## config.mk

```make
export PLATFORM = sky130hd
export DESIGN_NAME = muldiv_seq
export DESIGN_NICKNAME = d
export VERILOG_FILES = /design/src/rtl/muldiv_pkg.sv /design/src/rtl/muldiv_step.sv /design/src/rtl/muldiv_seq.sv
export SDC_FILE = /design/constraint.sdc
export NUM_CORES = 1
export LEC_CHECK = 0
export ABC_AREA = 1
export BUFFER_PORTS_ARGS = -buffer_cell sky130_fd_sc_hd__buf_2
export CAP_MARGIN = 40
export CORE_MARGIN = 3
export CORE_UTILIZATION = 50
export CTS_BUF_LIST = sky130_fd_sc_hd__clkbuf_4 sky130_fd_sc_hd__clkbuf_8 sky130_fd_sc_hd__clkbuf_16
export CTS_CLUSTER_DIAMETER = 120
export DETAILED_ROUTE_END_ITERATION = 12
export GPL_TIMING_DRIVEN = 0
export MAX_ROUTING_LAYER = met4
export PLACE_DENSITY = 0.69
export SETUP_SLACK_MARGIN = 0.3
export SLEW_MARGIN = 20
export SYNTH_ARGS = -nofsm -noshare
export SYNTH_HDL_FRONTEND = slang
export SYNTH_SLANG_ARGS = --single-unit
```

## constraint.sdc

```tcl
create_clock -name clk -period 4.4 [get_ports clk]
set_input_delay 0.22 -clock clk [delete_from_list [all_inputs] [get_ports clk]]
set_output_delay 0.22 -clock clk [all_outputs]
set_load 0.005 [all_outputs]
```

## src/rtl/muldiv_pkg.sv

```systemverilog
// Shared types and constants for the iterative HI/LO multiply/divide sequencer.
package muldiv_pkg;

    typedef enum logic [1:0] {
        MD_MULT  = 2'b00,
        MD_MULTU = 2'b01,
        MD_DIV   = 2'b10,
        MD_DIVU  = 2'b11
    } md_op_e;

    typedef enum logic [1:0] {
        MD_IDLE = 2'b00,
        MD_CALC = 2'b01,
        MD_FIX  = 2'b10
    } md_state_e;

    localparam int          MD_ITER = 32;
    localparam logic [31:0] DIV0_LO = 32'hFFFF_FFFF;

    // Magnitude of a two's-complement word when en is set, pass-through otherwise.
    function automatic logic [31:0] md_abs(input logic signed [31:0] v, input logic en);
        logic signed [31:0] neg;
        neg = -v;
        return (en && v[31]) ? neg : v;
    endfunction

endpackage

```

## src/rtl/muldiv_step.sv

```systemverilog
// One iteration of the 64-bit accumulator: shift-add multiply or restoring subtract-shift divide.
module muldiv_step #(
    parameter int DATA_W = 32
) (
    input  logic                  is_div,
    input  logic [2*DATA_W-1:0]   acc,
    input  logic [DATA_W-1:0]     b,
    output logic [2*DATA_W-1:0]   acc_next
);

    logic [DATA_W:0] sum;
    logic [DATA_W:0] rem;
    logic [DATA_W:0] diff;

    always_comb begin
        sum  = {1'b0, acc[2*DATA_W-1:DATA_W]} + (acc[0] ? {1'b0, b} : {(DATA_W+1){1'b0}});
        rem  = acc[2*DATA_W-1:DATA_W-1];
        diff = rem - {1'b0, b};
        acc_next = {sum, acc[DATA_W-1:1]};
        // Top bit of diff is the borrow: restore (keep rem) when the divisor did not fit.
        if (is_div) begin
            if (!diff[DATA_W])
                acc_next = {diff[DATA_W-1:0], acc[DATA_W-2:0], 1'b1};
            else
                acc_next = {rem[DATA_W-1:0], acc[DATA_W-2:0], 1'b0};
        end
    end

endmodule

```

## src/rtl/muldiv_seq.sv

```systemverilog
// Multi-cycle MULT/MULTU/DIV/DIVU sequencer owning HI/LO, with MTHI/MTLO and MFHI/MFLO stall.
// Optional MULDIV_FAST_MULT_EN: multiplies complete in one registered cycle.
module muldiv_seq
    import muldiv_pkg::*;
#(
    parameter int DATA_W = 32
) (
    input  logic              clk,
    input  logic              reset,
    input  logic              start,
    input  logic [1:0]        op,
    input  logic [DATA_W-1:0] op1,
    input  logic [DATA_W-1:0] op2,
    input  logic              flush,
    input  logic              mthi,
    input  logic              mtlo,
    input  logic [DATA_W-1:0] wdata,
    input  logic              rd_req,
    output logic              busy,
    output logic              done,
    output logic              stall,
    output logic [DATA_W-1:0] hi,
    output logic [DATA_W-1:0] lo
);

    md_state_e           state;
    md_op_e              op_q;
    logic [4:0]          cnt;
    logic                neg_res;
    logic                neg_rem;
    logic                div0;
    logic [2*DATA_W-1:0] acc;
    logic [2*DATA_W-1:0] acc_next;
    logic [DATA_W-1:0]   b_q;
    logic [DATA_W-1:0]   op1_raw;

    logic              sgn_op;
    logic              s1;
    logic              s2;
    logic [DATA_W-1:0] abs1;
    logic [DATA_W-1:0] abs2;
    logic              accept;
    logic              wr_ok;

    assign sgn_op = ~op[0];
    assign s1     = sgn_op & op1[DATA_W-1];
    assign s2     = sgn_op & op2[DATA_W-1];
    assign abs1   = md_abs(op1, sgn_op);
    assign abs2   = md_abs(op2, sgn_op);
    assign accept = (state == MD_IDLE) && start && !flush;
    assign wr_ok  = (state == MD_IDLE) && !accept;
    assign stall  = rd_req & busy;

`ifdef MULDIV_FAST_MULT_EN
    logic signed [2*DATA_W-1:0] sx1;
    logic signed [2*DATA_W-1:0] sx2;
    logic        [2*DATA_W-1:0] prod_fast;

    always_comb begin
        sx1 = op[0] ? {{DATA_W{1'b0}}, op1} : {{DATA_W{op1[DATA_W-1]}}, op1};
        sx2 = op[0] ? {{DATA_W{1'b0}}, op2} : {{DATA_W{op2[DATA_W-1]}}, op2};
        prod_fast = sx1 * sx2;
    end
`endif

    muldiv_step #(.DATA_W(DATA_W)) u_step (
        .is_div   (op_q[1]),
        .acc      (acc),
        .b        (b_q),
        .acc_next (acc_next)
    );

    always_ff @(posedge clk or posedge reset) begin
        if (reset) begin
            state   <= MD_IDLE;
            op_q    <= MD_MULT;
            cnt     <= '0;
            busy    <= 1'b0;
            done    <= 1'b0;
            neg_res <= 1'b0;
            neg_rem <= 1'b0;
            div0    <= 1'b0;
            hi      <= '0;
            lo      <= '0;
        end else begin
            done <= 1'b0;
            if (flush) begin
                state <= MD_IDLE;
                busy  <= 1'b0;
            end else begin
                case (state)
                    MD_IDLE: if (start) begin
                        op_q    <= md_op_e'(op);
                        busy    <= 1'b1;
                        cnt     <= 5'(MD_ITER - 1);
                        state   <= MD_CALC;
                        neg_res <= s1 ^ s2;
                        neg_rem <= s1;
                        div0    <= op[1] && (op2 == '0);
`ifdef MULDIV_FAST_MULT_EN
                        if (!op[1]) begin
                            state   <= MD_FIX;
                            neg_res <= 1'b0;
                        end
`endif
                    end
                    MD_CALC: begin
                        cnt <= cnt - 5'd1;
                        if (cnt == '0)
                            state <= MD_FIX;
                    end
                    MD_FIX: begin
                        if (!op_q[1]) begin
                            {hi, lo} <= neg_res ? -acc : acc;
                        end else if (div0) begin
                            lo <= DIV0_LO;
                            hi <= op1_raw;
                        end else begin
                            lo <= neg_res ? -acc[DATA_W-1:0] : acc[DATA_W-1:0];
                            hi <= neg_rem ? -acc[2*DATA_W-1:DATA_W] : acc[2*DATA_W-1:DATA_W];
                        end
                        done  <= 1'b1;
                        busy  <= 1'b0;
                        state <= MD_IDLE;
                    end
                    default: state <= MD_IDLE;
                endcase
            end
            if (wr_ok) begin
                if (mthi) hi <= wdata;
                if (mtlo) lo <= wdata;
            end
        end
    end

    // Datapath registers carry no reset; they are always loaded on an accepted start.
    always_ff @(posedge clk) begin
        if (accept) begin
            op1_raw <= op1;
            if (op[1]) begin
                acc <= {{DATA_W{1'b0}}, abs1};
                b_q <= abs2;
            end else begin
                acc <= {{DATA_W{1'b0}}, abs2};
                b_q <= abs1;
            end
`ifdef MULDIV_FAST_MULT_EN
            if (!op[1])
                acc <= prod_fast;
`endif
        end else if (state == MD_CALC) begin
            acc <= acc_next;
        end
    end

endmodule

```

==> summary.txt, run 1 <==
Timing
  – Final Critical Period: 3.59 ns
  – Setup Viol. Count Final: 0
  – Max-slew violations: 0
  – Setup TNS Final: 0 ns
  – Tightest Pin Transition: 0.940 ns
  – Clock Skews: 0.0238 ns
  – Endpoints failing hold: 0
  – RSZ-0062 raised after global routing: false
  – Final worst-path cycle share: 81.5%
  – Slew HR: 37.3%
  – Peak Freq: 279 MHz

Drt
  – Antenna Nets Post-Route: 0
  – DRT Pass-1 Iters: 6
  – DR iter-0 viols: 3489
  – Vias per inst: 5.91
  – Routed via count: 22900
  – Final wirelength: 86600 um
  – DRC viols: 0
  – WL per Instance: 22.3 um

Placed design
  – Gpl congestion: 1.11
  – IO buf count: 170
  – Hpwl dp: 69300 um

Job
  – Max-cap viol count: 0

Worst hold path
  – Hold WC Path Type: in -> reg

Clocking
  – Clock slew at reported path FFs: 0.06 ns
  – H-tree levels: 1
  – Clock root buffer: clkbuf_16
  – TritonCTS buffer count: 24
  – Deepest clock path buffer count: 3
  – CTS tree: built
  – CTS Sinks: 205
  – Clock latency on the worst-skew pair: 0.56 ns

GRT
  – GRT Util Overall: 42.3%
  – Gr ovfl total: 0
  – Largest net degree at the start of global routing: 42
  – First-pass GRT wire length: 127000 um
  – Antenna violations before repair: 1
  – Vias in the first global route: 20700

Floorplanning
  – Die ar.: 40800 um^2
  – Die width: 202 um
  – Core Area: 37800 um^2
  – Die Y: 202 um
  – Starting Density: 50.9%
  – Rows: 71
  – Io pins: 172

Pwr
  – Cell Pwr Density: 568 nW/um^2
  – P_leak: 11.1 nW
  – Peak supply drop: 0.257 mV

Synthesis
  – Number of synthesized flops with an enable pin: 128
  – Cell count after synthesis: 3089
  – Synth Cell Area: 19200 um^2
  – Top FF cell, synth: edfxtp_1
  – Yosys warnings: 0
  – Sequential-to-total area share from yosys stat: 30.0%
  – Top cells by area, synth: nand2_1, edfxtp_1, dfrtp_1
  – Top cell type by total area after synthesis: nand2_1
  – Async set or reset register ratio after synthesis: 37.6%
  – Unique masters post-synth: 54
  – Most common cell in the netlist: nand2_1
  – Mean post-synth cell area: 6.22 um^2
  – Synth top area share: 20.2%
  – Synth cell count leaders: nand2_1, nor2_1, inv_1, nand3_1, o21ai_0
  – Synthesized Nets: 3266
  – Synthesized flop and latch total: 205

Worst setup path
  – Worst path required time: 4.71 ns
  – Crit. End Element: register
  – CP Launch Type: register
  – Reg2reg setup slack: 0.81 ns
  – Crit Path Class: reg -> reg
  – Crit path arrival time: 3.89 ns
  – CP Max Fanout: 10

Layout
  – Post-layout nets: 3532
  – Fillers: 3743
  – Finished Core Util: 58.9%
  – Share of cells above drive strength 1: 8.78%
  – Area Growth Syn to Fin: 15.7%

Status
  – Run status: finished, final reports clean
placed cells by master (no fill, tap or decap), types with 61 or more instances in the layout:
cell type	instances
dlygate4sd3_1	67
nand2_1	1033
buf_2	180
a21oi_1	152
o21ai_0	154
edfxtp_1	128
ha_1	70
nor2_1	393
dfrtp_1	77
xor2_1	61
inv_1	381
clkbuf_1	63
nand3_1	234
path summary, 6_finish.rpt:
| kind | from | cells after the start | endpoint |
|---|---|---|---|
| max | acc[0] | 19 | acc[57] |
| min | op2[0] | 3 | b_q[0] |
| max reg2reg | acc[0] | 19 | acc[57] |
| min reg2reg | cnt[3] | 2 | cnt[3] |
| max in group asynchronous | reset | 4 | neg_rem |
| min in group asynchronous | reset | 3 | hi[9] |
repair_timing:
action,in CTS,in global routing
buffers inserted,0,0
endpoints found under the hold margin,136,0
gates resized for setup,0,0
hold buffers,67,0
endpoints found under the setup margin,0,0
through the flow:
step / power (mW) / hold slack (ns) / setup slack [ns] / cells / cell area (um^2)
after floorplan: 7.59 / 0.293 / 0.962 / 3089 / 19200
after global placement: 10.1 / 0.413 / -0.259 / 3770 / 20700
after detailed placement: 10.2 / 0.298 / 0.942 / 3773 / 20800
after CTS: 12.2 / 0.0336 / 0.921 / 3884 / 22200
after global routing: 13.3 / 0.0549 / 0.589 / 3885 / 22200
final: 12.6 / 0.0513 / 0.813 / 3885 / 22200
logic make-up after synthesis:
logic type | after synthesis | share of synthesized area [%]
AOI/OAI and AO/OA | 449 | 13.4
and+or+nand+nor | 1794 | 38.3
buffers and inverters | 489 | 9.81
DFF | 205 | 30.0
adders and majority gates | 72 | 4.76
xor gates and xnor gates | 80 | 3.65
registers in the layout (all words and copies together), names as in the netlist:
signal,count
cnt,5
state,2
b_q,32
done,1
div0,1
neg_res,1
busy,1
op_q,1
op1_raw,32
acc,64
hi,32
lo,32
neg_rem,1
critical path, cell delays in order, from the launching register on:
cell and delay [ns]:
edfxtp_1 0.31, buf_2 0.33, clkbuf_1 0.50, nand2_1 0.10, inv_1 0.09, ha_1 0.25, fa_1 0.25, nand3_1 0.09
nand2_1 0.23, nand3_1 0.10, nand2_1 0.14, nand3_1 0.08, nand2_1 0.20, nand2_1 0.08, nand2_1 0.12, nand2_1 0.10
nand2_1 0.07, nand2_1 0.04, nand3_1 0.18, nand2_1 0.08
report_power, final:
group          switching [mW]  internal, mW  total, mW
combinational            4.78          2.26       7.05
clock                   0.879          1.12       2.00
sequential              0.939          2.65       3.59
total                    6.60          6.03       12.6
per-layer routing:
layer | routed length, um | GRT usage (%) | up-vias
met2 | 34800 | 58.8 | 1686
met4 | 4200 | 16.6 | 0
met5 | 0 | - | -
li1 | - | - | 10500
met3 | 12800 | 11.1 | 242
met1 | 34900 | 58.7 | 10500
final cells by class:
cell class              count  area, um^2  area share, %
flip-flops and latches    205        5770           26.0
well taps                 511         639           2.88
clock buffers              31         689           3.10
multi-input cells        2395       11600           52.0
repair buffers            240        1580           7.11
plain buffers              98         422           1.90
clock inverters            13        87.6          0.394
inverters                 391        1470           6.61
diodes                      1        2.50         0.0113
No activity file was read; power rests on OpenSTA's default activity.
==> inputs of run 2 (changes only) <==
==> constraint.sdc (replaced) <==
create_clock -name clk -period 3.4 [get_ports clk]
set_input_delay 0.17 -clock clk [delete_from_list [all_inputs] [get_ports clk]]
set_output_delay 0.17 -clock clk [all_outputs]
set_load 0.005 [all_outputs]
==> summary.txt, run 2 (synthesis results as in run 1) <==
Status
  – Run status: finished, final reports clean

Timing
  – Peak Freq: 326 MHz
  – Final Critical Period: 3.07 ns
  – Setup TNS Final: 0 ns
  – Slew HR: 43.5%
  – Setup Viol. Count Final: 0
  – Clock Skews: 0.0209 ns
  – Max-slew violations: 0
  – Tightest Pin Transition: 0.847 ns
  – Endpoints failing hold: 0
  – Final worst-path cycle share: 90.3%
  – Final WS setup: 0.331 ns
  – RSZ-0062 raised after global routing: true

Worst hold path
  – Min-Delay Path Depth: 5
  – Hold WC Path Type: in -> reg

Layout
  – Finished Core Util: 60.2%
  – Top reg by flops: acc
  – Area Growth Syn to Fin: 18.3%
  – Fin area: 22700 um^2
  – Max reg flops: 64
  – Post-layout nets: 3570
  – Commonest non-fill, non-tap cells in the layout: nand2_1, nor2_1, inv_1, nand3_1, buf_2
  – Most common cell after layout, fill and taps aside: nand2_1
  – # diodes: 0
  – Share of cells above drive strength 1: 10.8%

Pwr
  – Gate power share: 58.0%
  – Sw Pwr: 8.76 mW
  – Int Power: 8.24 mW
  – Flop pwr share: 25.8%
  – Peak supply drop: 0.385 mV
  – P_leak: 11.3 nW
  – Clock power share: 16.2%
  – Switching Share: 51.5%
  – Cell Pwr Density: 748 nW/um^2

Floorplanning
  – Die Y: 202 um
  – Die width: 202 um
  – Core Area: 37800 um^2
  – Starting Density: 50.9%
  – Die ar.: 40800 um^2
  – Io pins: 172
  – Rows: 71

Worst setup path
  – CP Max Fanout: 10
  – Crit Path Class: reg -> reg
  – Worst path required time: 3.67 ns
  – Crit path arrival time: 3.34 ns
  – Worst Reg-to-Reg Cells: 11
  – Crit. End Element: register
  – CP Launch Type: register

GRT
  – Largest net degree at the start of global routing: 47
  – Vias in the first global route: 20800
  – Antenna violations before repair: 0
  – First-pass GRT wire length: 128000 um
  – GRT Util Overall: 42.8%
  – Gr ovfl total: 0

Clocking
  – CTS Sinks: 205
  – Clock latency on the worst-skew pair: 0.56 ns
  – Deepest clock path buffer count: 3
  – Clock root buffer: clkbuf_16
  – CTS tree: built
  – H-tree levels: 1
  – Clock slew at reported path FFs: 0.07 ns
  – TritonCTS buffer count: 24

Drt
  – Routed via count: 23200
  – DR iter-0 viols: 3563
  – WL per Instance: 22.5 um
  – DRC viols: 0
  – Antenna Nets Post-Route: 0
  – Vias per inst: 5.90
  – Final wirelength: 88300 um
  – DRT Pass-1 Iters: 7

Job
  – Max-cap viol count: 0

Placed design
  – Gpl congestion: 1.10
  – IO buf count: 170
  – Dpl ws: -0.0668 ns
  – Dpl cell area: 20800 um^2
  – Hpwl dp: 70400 um
-- run 2: layer usage --
layer / global-route usage (%) / vias up / share of wire [%]
met5: - / - / 0
met4: 15.0 / 0 / 4.5
met3: 9.99 / 240 / 14
met2: 61.2 / 1694 / 41
met1: 59.7 / 10600 / 40
li1: - / 10600 / -
-- run 2: cell type report --
type / count / area (um^2)
flip-flops and latches: 205 / 5770
inverters: 391 / 1470
clock inverters: 15 / 176
clock buffers: 29 / 644
multi-input cells: 2395 / 11700
fillers: 3703 / 15000
repair buffers: 278 / 1910
plain buffers: 98 / 447
well taps: 511 / 639
-- run 2: critical path, stage by stage, from the launching register on --
cell	delay, ns
edfxtp_1	0.64
ha_1	0.51
nand2_1	0.14
nor2_1	0.08
and2_1	0.17
a21oi_1	0.37
nand3_1	0.23
nand2_4	0.17
buf_6	0.17
nand2_1	0.06
nand3_1	0.15
a21oi_1	0.10
-- run 2: final timing paths --
check                             start  slack, ns       to
worst max-delay path            acc[55]       0.33  acc[43]
worst min-delay path            op2[29]       0.05  acc[29]
worst max register to register  acc[55]       0.33  acc[43]
worst min register to register   lo[24]       0.54   lo[24]
max in group asynchronous         reset       2.61  neg_rem
min in group asynchronous         reset       0.19    hi[6]
-- run 2: power by group through the flow --
| stage | combinational, mW | clock (mW) | sequential [mW] |
|---|---|---|---|
| global route | 10.6 | 2.85 | 4.36 |
| floorplan | 5.85 | 0 | 3.97 |
| detailed placement | 8.67 | 0 | 4.53 |
| finish | 9.86 | 2.75 | 4.39 |
| CTS | 8.84 | 2.73 | 4.48 |
| global placement | 8.53 | 0 | 4.54 |
-- run 2: stage by stage --
stage                     instances  power, mW  hold slack, ns
final                          3922       17.0          0.0486
after detailed placement       3774       13.2           0.198
after CTS                      3889       16.1          0.0515
after floorplan                3089       9.83           0.243
after global placement         3770       13.1           0.379
after global routing           3922       17.8           0.108
-- run 2: timing repair --
item / CTS / global route
setup endpoints to repair: 30 / 33
pin swaps: 0 / 1
buffers inserted: 3 / 32
gates resized for setup: 14 / 34
hold buffers: 68 / 0
endpoints found under the hold margin: 173 / 0
